$ cat src/rtl/queue_ctrl_if.sv
// Handshake and memory-port bundle for queue_ctrl: producer push, consumer pop, external RAM.
// The controller uses the slave modport; the producer/consumer/memory side uses master.
interface queue_ctrl_if #(
    parameter int DEPTH_LOG2 = 3,
    parameter int WIDTH      = 8
);
    logic                  in_valid;
    logic                  in_ready;
    logic [WIDTH-1:0]      in_data;
    logic                  out_valid;
    logic                  out_ready;
    logic [WIDTH-1:0]      out_data;
    logic                  mem_we;
    logic [DEPTH_LOG2-1:0] mem_waddr;
    logic [WIDTH-1:0]      mem_wdata;
    logic [DEPTH_LOG2-1:0] mem_raddr;
    logic [WIDTH-1:0]      mem_rdata;

    modport master (
        output in_valid, in_data, out_ready, mem_rdata,
        input  in_ready, out_valid, out_data, mem_we, mem_waddr, mem_wdata, mem_raddr
    );

    modport slave (
        input  in_valid, in_data, out_ready, mem_rdata,
        output in_ready, out_valid, out_data, mem_we, mem_waddr, mem_wdata, mem_raddr
    );
endinterface

$ cat src/rtl/queue_ctrl.sv
// FIFO controller over an external 1-cycle-latency RAM with a 2-entry prefetch buffer.
// Optional QUEUE_CTRL_STATS_EN adds a saturating drop_cnt of refused pushes.
module queue_ctrl #(
    parameter int DEPTH_LOG2 = 3,
    parameter int WIDTH      = 8
) (
    input  logic              clk,
    input  logic              rst,
    input  logic              flush,
    queue_ctrl_if.slave       q,
`ifdef QUEUE_CTRL_STATS_EN
    output logic [15:0]       drop_cnt,
`endif
    output logic [DEPTH_LOG2:0] count
);
    localparam int CW = DEPTH_LOG2 + 1;
    localparam int PW = DEPTH_LOG2;
    localparam logic [CW-1:0] MEM_FULL = {1'b1, {PW{1'b0}}};

    logic [PW-1:0]    wptr;
    logic [PW-1:0]    rptr;
    logic [CW-1:0]    mem_count;
    logic             inflight;
    logic [1:0]       buf_count;
    logic [WIDTH-1:0] buf_data [2];

    logic push;
    logic pop;
    logic issue;

    always_comb begin
        q.in_ready  = (mem_count != MEM_FULL);
        q.out_valid = (buf_count != 2'd0);
        q.out_data  = buf_data[0];
        push        = q.in_valid && q.in_ready;
        pop         = q.out_valid && q.out_ready;
        // Buffer slots already claimed (held + arriving) minus the one leaving must stay below 2.
        issue       = (mem_count != '0) &&
                      (({1'b0, buf_count} + {2'b00, inflight}) < (3'd2 + {2'b00, pop}));
        q.mem_we    = push;
        q.mem_waddr = wptr;
        q.mem_wdata = q.in_data;
        q.mem_raddr = rptr;
        count       = mem_count + CW'(inflight) + CW'(buf_count);
    end

    always_ff @(posedge clk or posedge rst) begin
        if (rst) begin
            wptr      <= '0;
            rptr      <= '0;
            mem_count <= '0;
            inflight  <= 1'b0;
            buf_count <= 2'd0;
            buf_data  <= '{default: '0};
        end else if (flush) begin
            wptr      <= '0;
            rptr      <= '0;
            mem_count <= '0;
            inflight  <= 1'b0;
            buf_count <= 2'd0;
        end else begin
            if (push)
                wptr <= wptr + PW'(1);
            if (issue)
                rptr <= rptr + PW'(1);
            inflight <= issue;
            if (push && !issue)
                mem_count <= mem_count + CW'(1);
            else if (!push && issue)
                mem_count <= mem_count - CW'(1);

            // Head always lives in slot 0; a pop shifts slot 1 down before the tail write lands.
            case ({pop, inflight})
                2'b10: begin
                    buf_data[0] <= buf_data[1];
                    buf_count   <= buf_count - 2'd1;
                end
                2'b01: begin
                    if (buf_count == 2'd0)
                        buf_data[0] <= q.mem_rdata;
                    else
                        buf_data[1] <= q.mem_rdata;
                    buf_count <= buf_count + 2'd1;
                end
                2'b11: begin
                    if (buf_count == 2'd1) begin
                        buf_data[0] <= q.mem_rdata;
                    end else begin
                        buf_data[0] <= buf_data[1];
                        buf_data[1] <= q.mem_rdata;
                    end
                end
                default: ;
            endcase
        end
    end

`ifdef QUEUE_CTRL_STATS_EN
    always_ff @(posedge clk or posedge rst) begin
        if (rst)
            drop_cnt <= '0;
        else if (flush)
            drop_cnt <= '0;
        else if (q.in_valid && !q.in_ready && (drop_cnt != 16'hFFFF))
            drop_cnt <= drop_cnt + 16'd1;
    end
`endif
endmodule

$ cat src/flat_wrapper.sv
// flat-port wrapper written by rule: the top's interface ports become plain ports
module queue_ctrl_flat 
#(
    parameter int DEPTH_LOG2 = 3,
    parameter int WIDTH      = 8
)
  (clk, rst, flush, count, q_in_valid, q_in_data, q_out_ready, q_mem_rdata, q_in_ready, q_out_valid, q_out_data, q_mem_we, q_mem_waddr, q_mem_wdata, q_mem_raddr);
  queue_ctrl_if #(.DEPTH_LOG2(DEPTH_LOG2), .WIDTH(WIDTH)) q_i ();
  input  logic clk;
  input  logic rst;
  input  logic flush;
  output logic [DEPTH_LOG2:0] count;
  input wire logic [$bits(q_i.in_valid)-1:0] q_in_valid;
  input wire logic [$bits(q_i.in_data)-1:0] q_in_data;
  input wire logic [$bits(q_i.out_ready)-1:0] q_out_ready;
  input wire logic [$bits(q_i.mem_rdata)-1:0] q_mem_rdata;
  output wire logic [$bits(q_i.in_ready)-1:0] q_in_ready;
  output wire logic [$bits(q_i.out_valid)-1:0] q_out_valid;
  output wire logic [$bits(q_i.out_data)-1:0] q_out_data;
  output wire logic [$bits(q_i.mem_we)-1:0] q_mem_we;
  output wire logic [$bits(q_i.mem_waddr)-1:0] q_mem_waddr;
  output wire logic [$bits(q_i.mem_wdata)-1:0] q_mem_wdata;
  output wire logic [$bits(q_i.mem_raddr)-1:0] q_mem_raddr;
  assign q_i.in_valid = q_in_valid;
  assign q_i.in_data = q_in_data;
  assign q_i.out_ready = q_out_ready;
  assign q_i.mem_rdata = q_mem_rdata;
  assign q_in_ready = q_i.in_ready;
  assign q_out_valid = q_i.out_valid;
  assign q_out_data = q_i.out_data;
  assign q_mem_we = q_i.mem_we;
  assign q_mem_waddr = q_i.mem_waddr;
  assign q_mem_wdata = q_i.mem_wdata;
  assign q_mem_raddr = q_i.mem_raddr;
  queue_ctrl #(.DEPTH_LOG2(DEPTH_LOG2), .WIDTH(WIDTH)) u_core (.clk(clk), .rst(rst), .flush(flush), .q(q_i), .count(count));
endmodule
$ cat config.mk
export PLATFORM = sky130hd
export DESIGN_NAME = queue_ctrl_flat
export DESIGN_NICKNAME = d
export VERILOG_FILES = /design/src/rtl/queue_ctrl_if.sv /design/src/rtl/queue_ctrl.sv /design/src/flat_wrapper.sv
export SDC_FILE = /design/constraint.sdc
export NUM_CORES = 1
export LEC_CHECK = 0
export BUFFER_PORTS_ARGS = -buffer_cell sky130_fd_sc_hd__buf_2
export CAP_MARGIN = 20
export CORE_MARGIN = 1
export CORE_UTILIZATION = 35
export CTS_BUF_LIST = sky130_fd_sc_hd__clkbuf_16
export CTS_CLUSTER_SIZE = 25
export DETAILED_ROUTE_END_ITERATION = 6
export PLACE_DENSITY_LB_ADDON = 0.1
export RECOVER_POWER = 25
export SYNTH_ARGS = -nofsm -noshare
export SYNTH_HDL_FRONTEND = slang
export SYNTH_SLANG_ARGS = --single-unit
$ cat constraint.sdc
create_clock -name clk -period 2.88 [get_ports clk]
set_input_delay 0 -clock clk [delete_from_list [all_inputs] [get_ports clk]]
set_output_delay 0 -clock clk [all_outputs]
set_load 0.02 [all_outputs]
==> results.cfg, run 1 <==
[layout]
multi_input_area_sq_um = 853
mostFrequentLayoutCells = buf_2 (30), dfrtp_1 (29), nor2_1 (20)
final_area_sq_um = 2230
seq_area_sq_um = 726
layout-drive-gt1-share_pct = 33.8
nFillCells = 473
final_nets = 236
diodes = 0
syn_to_final_growth_pct = 28.9
mostFrequentLayoutCell = buf_2
final_core_util_pct = 47.0

[sta]
fin_worst_skew_ps = 3.56
clock.fmax_ghz = 0.361
tightest_slew_ps = 619
hold_viol = 0
finalSetupViolations = 0
finalHoldWorstSlack_ps = 0.00767
period_minus_slack_ps = 2770
layout_setup_ws_ps = 107
slew_viol_final = 0
post-route-period-util_pct = 96.3
slew_headroom_pct = 58.3
rsz0062_at_grt = true

[power_and_ir_drop]
power.density_nw_per_um2 = 1200
p_int_mw = 1.64
switching_share_pct = 39.0
p_switching_mw = 1.05
p_leak_nw = 1.10
irDropWorstVdd_v = 0.000490
combPwrFrac_pct = 51.9
pwr-share-seq_pct = 26.1
clockPowerShare_pct = 22.0

[drt]
wl_met2_microns = 1810
met3_wirelength_microns = 165
routedWlPerCell_microns = 12.8
wl_met1_microns = 1430
routed_via_density = 4.68
vias = 1268
top_layer = met4
ant_nets = 0
drt-initial-drc-count = 39
first_pass_iters = 4
drc = 0
wirelength_microns = 3470

[synth]
yosysUniqueCellTypes = 32
yosys_warnings = 0
syn_inst = 164
ys_ff_latch = 29
yosysSeqAreaShare_pct = 41.9
synth_area_leaders = dfrtp_1 (42%), mux2_2 (7.1%), buf_4 (6.9%)
synth_top_area_cell = dfrtp_1
syn_avg_cell_area_sq_um = 10.6
syn-num-nets = 197
synth_area_sq_um = 1730
synth_top_area_share_pct = 41.9

[placed_design]
dp_slack_ps = 3.29
dpl_cell_area_sq_um = 1940
gp_congestion = 0.796
portBuffers = 33
dp_hpwl_microns = 2610

[global_route]
antenna_found_initial = 0
grt_max_degree = 20
grt_pass1_vias = 1344
grt-ovfl-total = 0
grt.total_usage_pct = 15.0
grt_pass1_wl_microns = 5970

[cts]
cts_max_level = 2
path_clk_slew_ps = 50
cts_made_buffers = 5
cts_root_buffer = clkbuf_16
clock-sinks = 29
tritoncts = built
clockBufferDepth = 2
clkLatencyLatePin_ps = 270

[min_path]
worstHoldPathType = in -> out

[critical_path]
worst_setup_path_start_kind = register
crit_required_ps = 3040
critPathKind = reg -> reg
critPathCaptureType = register
cp.arrival_ps = 2930
path_max_fanout = 3

[die]
initial_core_util_pct = 36.4
ioPinCount = 50
die_x_microns = 72.4
rows = 25
dieArea_sq_um = 5240
core_sq_um = 4750
die-height_microns = 72.4

[run]
maxCapViolations = 0

[run_status]
status = finished clean
layout make-up:
cell class,count,area share (%)
clock buffers,5,5.60
multi-input cells,102,38.2
inverters,12,2.02
clock inverters,3,2.07
well taps,67,3.75
flip-flops and latches,29,32.5
repair buffers,53,15.9
worst paths after layout:
path | from | to | slack, ps | depth (start not counted)
worst max-delay path | u_core.buf_count[0]$_DFFE_PP0P_ | u_core.mem_count[3]$_DFFE_PP0P_ | 110 | 10
worst min-delay path | q_in_data[4] | q_mem_wdata[4] | 0.008 | 0
worst max register to register | u_core.buf_count[0]$_DFFE_PP0P_ | u_core.mem_count[3]$_DFFE_PP0P_ | 110 | 10
worst min register to register | u_core.buf_data[2]$_DFFE_PP0P_ | u_core.buf_data[2]$_DFFE_PP0P_ | 510 | 1
max in group asynchronous | rst | u_core.buf_count[1]$_DFFE_PP0P_ | 2100 | 4
min in group asynchronous | rst | u_core.mem_count[0]$_DFFE_PP0P_ | 310 | 3
cell families after synthesis:
family / after synthesis / share of synthesized area [%]
AO/OA/AOI/OAI: 20 / 8.38
XOR/XNOR: 9 / 4.55
adder cells (fa/ha/maj): 12 / 9.96
buffers and inverters: 33 / 11.0
flip-flops: 29 / 41.9
multiplexers: 22 / 13.6
AND/OR/NAND/NOR: 39 / 10.6
worst max-delay path: stages (launching register included):
cell and delay [ps]:
dfrtp_1 400, ha_1 280, or3b_4 420, a211oi_4 230, nor2_2 80, inv_2 80
ha_1 230, and3_4 170, o311a_1 290, mux2i_1 170, mux2_1 330
synth_stat cells:
cell and number:
nor2_1 21, o311a_1 1, and2_1 1, a21oi_1 11, o21ai_0 2, xnor2_1 5, and3_1 1, ha_1 9
or3_1 2, fa_1 3, a2111oi_4 1, inv_1 12, a211oi_1 1, or4b_1 1, buf_6 1, clkbuf_1 4
or3b_1 1, a2111o_1 1, o21ai_2 1, nand3_1 3, nor2b_1 3, nand2b_1 1, nand2_1 4, a211o_1 1
xor2_1 4, mux2i_1 10, mux2_2 11, mux2_1 1, a31oi_1 1, dfrtp_1 29, buf_4 16, nor4_1 1
power by group through the flow:
stage	sequential, mW	clock, mW	combinational, mW
2_1_floorplan	0.707	0	1.02
3_3_place_gp	0.694	0	1.28
6_report	0.701	0.591	1.39
4_1_cts	0.701	0.607	1.37
5_1_grt	0.728	0.626	1.54
3_5_place_dp	0.705	0	1.33
metal layers:
| layer | vias up | track usage, % |
|---|---|---|
| met5 | - | 0 |
| met4 | 0 | 6.10 |
| met2 | 31 | 27.1 |
| met3 | 10 | 4.44 |
| met1 | 617 | 16.4 |
| li1 | 610 | - |
flip-flops by register name (all words and copies together) (netlist names):
name	cells
u_core.inflight	1
u_core.buf_data	8
u_core.q.mem_waddr	3
u_core.q.mem_raddr	3
u_core.q.out_data	8
u_core.buf_count	2
u_core.mem_count	4
per-stage QoR:
| stage | instances | setup TNS [ps] | power [mW] |
|---|---|---|---|
| 3_5_place_dp | 253 | 0 | 2.03 |
| 2_1_floorplan | 164 | 0 | 1.73 |
| 6_report | 271 | 0 | 2.68 |
| 4_1_cts | 270 | 0 | 2.68 |
| 3_3_place_gp | 252 | 0 | 1.97 |
| 5_1_grt | 271 | -40.1 | 2.90 |
repair_timing:
| action | CTS | global route |
|---|---|---|
| hold endpoints to repair | 18 | 0 |
| pin swaps | 1 | 7 |
| resized for setup | 3 | 4 |
| buffers inserted | 0 | 1 |
| hold buffers | 9 | 0 |
| endpoints found under the setup margin | 1 | 1 |
Note: power is estimated with default switching activity, not from simulation.
==> run 2, diff against run 1 <==
==> constraint.sdc (replaced) <==
create_clock -name clk -period 2.88 [get_ports clk]
set_input_delay 0.288 -clock clk [delete_from_list [all_inputs] [get_ports clk]]
set_output_delay 0.288 -clock clk [all_outputs]
set_load 0.1 [all_outputs]
==> run 2 against run 1 <==
Net effect:
- the run now ends with max-capacitance violations, max-slew violations left
- sequential share of layout area decreased by 0.27 points
- fmax decreased by 1.4%
- register-to-register slack got worse by 40 ps
- utilization increased by 0.39 points
- wire length increased by 5.5%
==> results.cfg, run 2 (synthesis gave the netlist of run 1 again) <==
[drt]
vias = 1275
drt-initial-drc-count = 32
wirelength_microns = 3660
first_pass_iters = 4
routed_via_density = 4.62
drc = 0
ant_nets = 0
routedWlPerCell_microns = 13.3

[global_route]
grt.total_usage_pct = 15.0
antenna_found_initial = 0
grt_pass1_wl_microns = 5860
grt-ovfl-total = 0
grt_pass1_vias = 1277
grt_max_degree = 30

[sta]
fin_worst_skew_ps = 5.27
tightest_slew_ps = 1570
finalSetupViolations = 0
slew_headroom_pct = -4.62
fin_setup_tns_ps = 0
hold_viol = 0
slew_viol_final = 30
period_minus_slack_ps = 2810
clock.fmax_ghz = 0.356
post-route-period-util_pct = 97.6

[cts]
cts_made_buffers = 5
ctsHoldBuffers = 0
cts_root_buffer = clkbuf_16
path_clk_slew_ps = 50
clockBufferDepth = 2
tritoncts = built
cts_max_level = 2
clock-sinks = 29
clkLatencyLatePin_ps = 270

[critical_path]
critPathCaptureType = register
critPathKind = reg -> reg
path_max_fanout = 3
crit_required_ps = 3030
worst_setup_path_start_kind = register
cp.arrival_ps = 2960

[layout]
mostFrequentLayoutCell = buf_2
layout-drive-gt1-share_pct = 40.7
mostFrequentLayoutCells = buf_2 (33), dfrtp_1 (29), buf_4 (24), nor2_1 (20), inv_1 (12)
nFillCells = 461
final_nets = 241
diodes = 0
final_area_sq_um = 2250
syn_to_final_growth_pct = 30.0
instances_no_fill = 276

[die]
dieArea_sq_um = 5240
core_sq_um = 4750
ioPinCount = 50
die_x_microns = 72.4
die-height_microns = 72.4
initial_core_util_pct = 36.4
rows = 25

[placed_design]
dpl_cell_area_sq_um = 1920
dp.cells = 252
portBuffers = 33
gp_congestion = 0.757
dp_hpwl_microns = 2460

[run]
maxCapViolations = 1

[min_path]
worstHoldPathType = in -> reg

[run_status]
status = complete, but fails checks
violations = max-capacitance violations, max-slew violations
-- run 2: cell types whose count changed in the layout (fill, tap and decap cells not counted), sizes merged --
| cell | before | now |
|---|---|---|
| clkbuf | 8 | 6 |
| buf | 41 | 57 |
| inv | 12 | 13 |
| clkinvlp | 1 | 0 |
| dlygate4sd3 | 9 | 0 |
-- run 2: critical path, cell delays in order (launching register included) --
cell      delay, ps
dfrtp_1         390
ha_1            300
or3b_4          390
a211oi_4        250
nor2_2           80
inv_2            90
ha_1            230
and3_4          160
o311a_1         320
mux2i_1         150
mux2_1          330
-- run 2: what timing repair did --
| action | CTS | global route |
|---|---|---|
| cloned | 0 | 0 |
| endpoints found under the setup margin | 1 | 3 |
| pin swaps | 2 | 1 |
| buffers inserted | 15 | 1 |
| gates resized for setup | 3 | 6 |
-- run 2: path summary, 6_finish.rpt --
kind,from,end,slack [ps],cells past startpoint
worst max-delay path,u_core.buf_count[0]$_DFFE_PP0P_,u_core.mem_count[3]$_DFFE_PP0P_,70,10
worst min-delay path,q_mem_rdata[2],u_core.buf_data[2]$_DFFE_PP0P_,270,2
worst max register to register,u_core.buf_count[0]$_DFFE_PP0P_,u_core.mem_count[3]$_DFFE_PP0P_,70,10
worst min register to register,u_core.buf_data[5]$_DFFE_PP0P_,u_core.buf_data[5]$_DFFE_PP0P_,500,1
max in group asynchronous,rst,u_core.buf_count[0]$_DFFE_PP0P_,1410,3
min in group asynchronous,rst,u_core.q.mem_raddr[2]$_DFFE_PP0P_,550,3
-- run 2: final cells by class --
class | count | area (sq um) | share of cell area [%]
clock buffer | 5 | 125 | 5.56
multi-input combinational | 102 | 886 | 39.3
timing repair buffer | 58 | 349 | 15.5
tap | 67 | 83.8 | 3.72
inverter | 12 | 45.0 | 2.00
sequential | 29 | 726 | 32.2
clock inverter | 3 | 37.5 | 1.67
-- run 2: stage by stage --
step	hold WS (ps)	utilization [%]	setup slack [ps]
final	268	47.4	68.9
after detailed placement	381	40.3	-14.0
after global routing	269	47.4	-13.6
after floorplan	366	-	10.6
after global placement	378	40.3	51.2
after CTS	94.1	46.5	8.85
-- run 2: routing by layer --
layer  up-vias  track usage, %  wire (microns)  share of wire (%)
li1        622               -               -                  -
met1       602            16.1            1430                 39
met2        40            26.8            1940                 53
met3        11            4.17             209                5.7
met4         0            7.63              88                2.4
met5         -               0               0                  0
Power of run 2 is not shown: default switching activity piles up to over one toggle a cycle in this logic, so the estimate is an artifact.
==> run 3, diff against run 2 <==
--- a/config.mk
+++ b/config.mk
@@ -9,7 +9,6 @@
 export CAP_MARGIN = 20
 export CORE_MARGIN = 1
 export CORE_UTILIZATION = 35
-export CTS_BUF_LIST = sky130_fd_sc_hd__clkbuf_16
 export CTS_CLUSTER_SIZE = 25
 export DETAILED_ROUTE_END_ITERATION = 6
 export PLACE_DENSITY_LB_ADDON = 0.1
==> run 3 against run 2 <==
Net effect:
- the run still ends with max-capacitance violations, max-slew violations left
- die area unchanged
- register-to-register slack hardly changed
- utilization is 1.1 points lower
- first-iteration DRC count up 22%
- hold slack worse by 0.52 ps
- cell count down 0.36%
- global-route usage decreased by 0.50 points
- critical path depth unchanged
- non-clock buffer count fell by 1
- clock-buffer cell count up 2
- via count shrank 0.71%
- sequential share of layout area rose by 0.79 points
==> results.cfg, run 3 (synthesis gave the netlist of run 1 again) <==
[layout]
mostFrequentLayoutCells = buf_2 (33), dfrtp_1 (29), buf_4 (23), nor2_1 (20)
final_area_sq_um = 2200
layout-drive-gt1-share_pct = 40.9
mostFrequentLayoutCell = buf_2
final_nets = 240
instances_no_fill = 275
syn_to_final_growth_pct = 26.9
nFillCells = 469
diodes = 0

[placed_design]
dpl_cell_area_sq_um = 1920
dp_hpwl_microns = 2460
portBuffers = 33
gp_congestion = 0.757
dp.cells = 252

[global_route]
grt.total_usage_pct = 14.5
grt_max_degree = 30
antenna_found_initial = 0
grt_pass1_vias = 1276
grt-ovfl-total = 0
grt_pass1_wl_microns = 5800

[critical_path]
critPathCaptureType = register
cp.arrival_ps = 2970
worst_setup_path_start_kind = register
critPathKind = reg -> reg
crit_required_ps = 3040
path_max_fanout = 3

[die]
ioPinCount = 50
initial_core_util_pct = 36.4
rows = 25
die-height_microns = 72.4
dieArea_sq_um = 5240
die_x_microns = 72.4
core_sq_um = 4750

[cts]
cts_root_buffer = clkbuf_8
tritoncts = built
clock-sinks = 29
path_clk_slew_ps = 70
clkLatencyLatePin_ps = 270
ctsHoldBuffers = 0
cts_max_level = 2
clockBufferDepth = 2
cts_made_buffers = 5

[drt]
drc = 0
ant_nets = 0
routed_via_density = 4.60
first_pass_iters = 4
routedWlPerCell_microns = 13.1
drt-initial-drc-count = 39
vias = 1266
wirelength_microns = 3610

[sta]
fin_worst_skew_ps = 6.37
tightest_slew_ps = 1580
clock.fmax_ghz = 0.355
hold_viol = 0
post-route-period-util_pct = 97.7
slew_headroom_pct = -5.61
fin_setup_tns_ps = 0
finalSetupViolations = 0
slew_viol_final = 30
period_minus_slack_ps = 2810

[run]
maxCapViolations = 1

[min_path]
worstHoldPathType = in -> reg

[run_status]
violations = max-capacitance violations, max-slew violations
status = complete, but fails checks
[run 3: worst paths after layout]
| path | startpoint | end | slack (ps) | cells past startpoint |
|---|---|---|---|---|
| min in group asynchronous | rst | u_core.q.mem_raddr[2]$_DFFE_PP0P_ | 550 | 3 |
| max reg2reg | u_core.buf_count[0]$_DFFE_PP0P_ | u_core.mem_count[3]$_DFFE_PP0P_ | 70 | 10 |
| min | q_mem_rdata[5] | u_core.buf_data[5]$_DFFE_PP0P_ | 270 | 2 |
| max | u_core.buf_count[0]$_DFFE_PP0P_ | u_core.mem_count[3]$_DFFE_PP0P_ | 70 | 10 |
| min reg2reg | u_core.buf_data[5]$_DFFE_PP0P_ | u_core.buf_data[5]$_DFFE_PP0P_ | 510 | 1 |
| max in group asynchronous | rst | u_core.buf_data[1]$_DFFE_PP0P_ | 1400 | 3 |
[run 3: through the flow]
step,worst slack [ps],util (%),hold WS [ps]
5_1_grt,-14.0,46.2,264
6_report,65.4,46.2,267
4_1_cts,5.94,45.5,86.2
3_5_place_dp,-14.0,40.3,381
3_3_place_gp,51.2,40.3,378
2_1_floorplan,10.6,-,366
[run 3: critical path, cell delays in order (launching register included)]
cell      delay (ps)
dfrtp_1          400
ha_1             300
or3b_4           390
a211oi_4         250
nor2_2            90
inv_2             90
ha_1             230
and3_4           160
o311a_1          320
mux2i_1          150
mux2_1           330
[run 3: area by class of cell]
| type | instances | area, sq um | share of cell area [%] |
|---|---|---|---|
| repair buffers | 57 | 342 | 15.5 |
| multi-input cells | 102 | 886 | 40.3 |
| inverters | 12 | 45.0 | 2.05 |
| well taps | 67 | 83.8 | 3.81 |
| clock buffers | 7 | 86.3 | 3.93 |
| clock inverters | 1 | 30.0 | 1.37 |
| flip-flops and latches | 29 | 726 | 33.0 |
[run 3: what timing repair did]
action	4_1_cts	5_1_grt
setup buffers	15	0
resized for setup	3	6
pin swaps	2	1
setup endpoints to repair	1	3
[run 3: routing by layer]
layer,up-vias,wire [microns],global-route usage (%)
met2,35,1950,27.0
li1,621,-,-
met3,8,187,3.75
met1,602,1420,15.8
met5,-,0,0
met4,0,52,5.01
Power of run 3 is left out for the same reason.
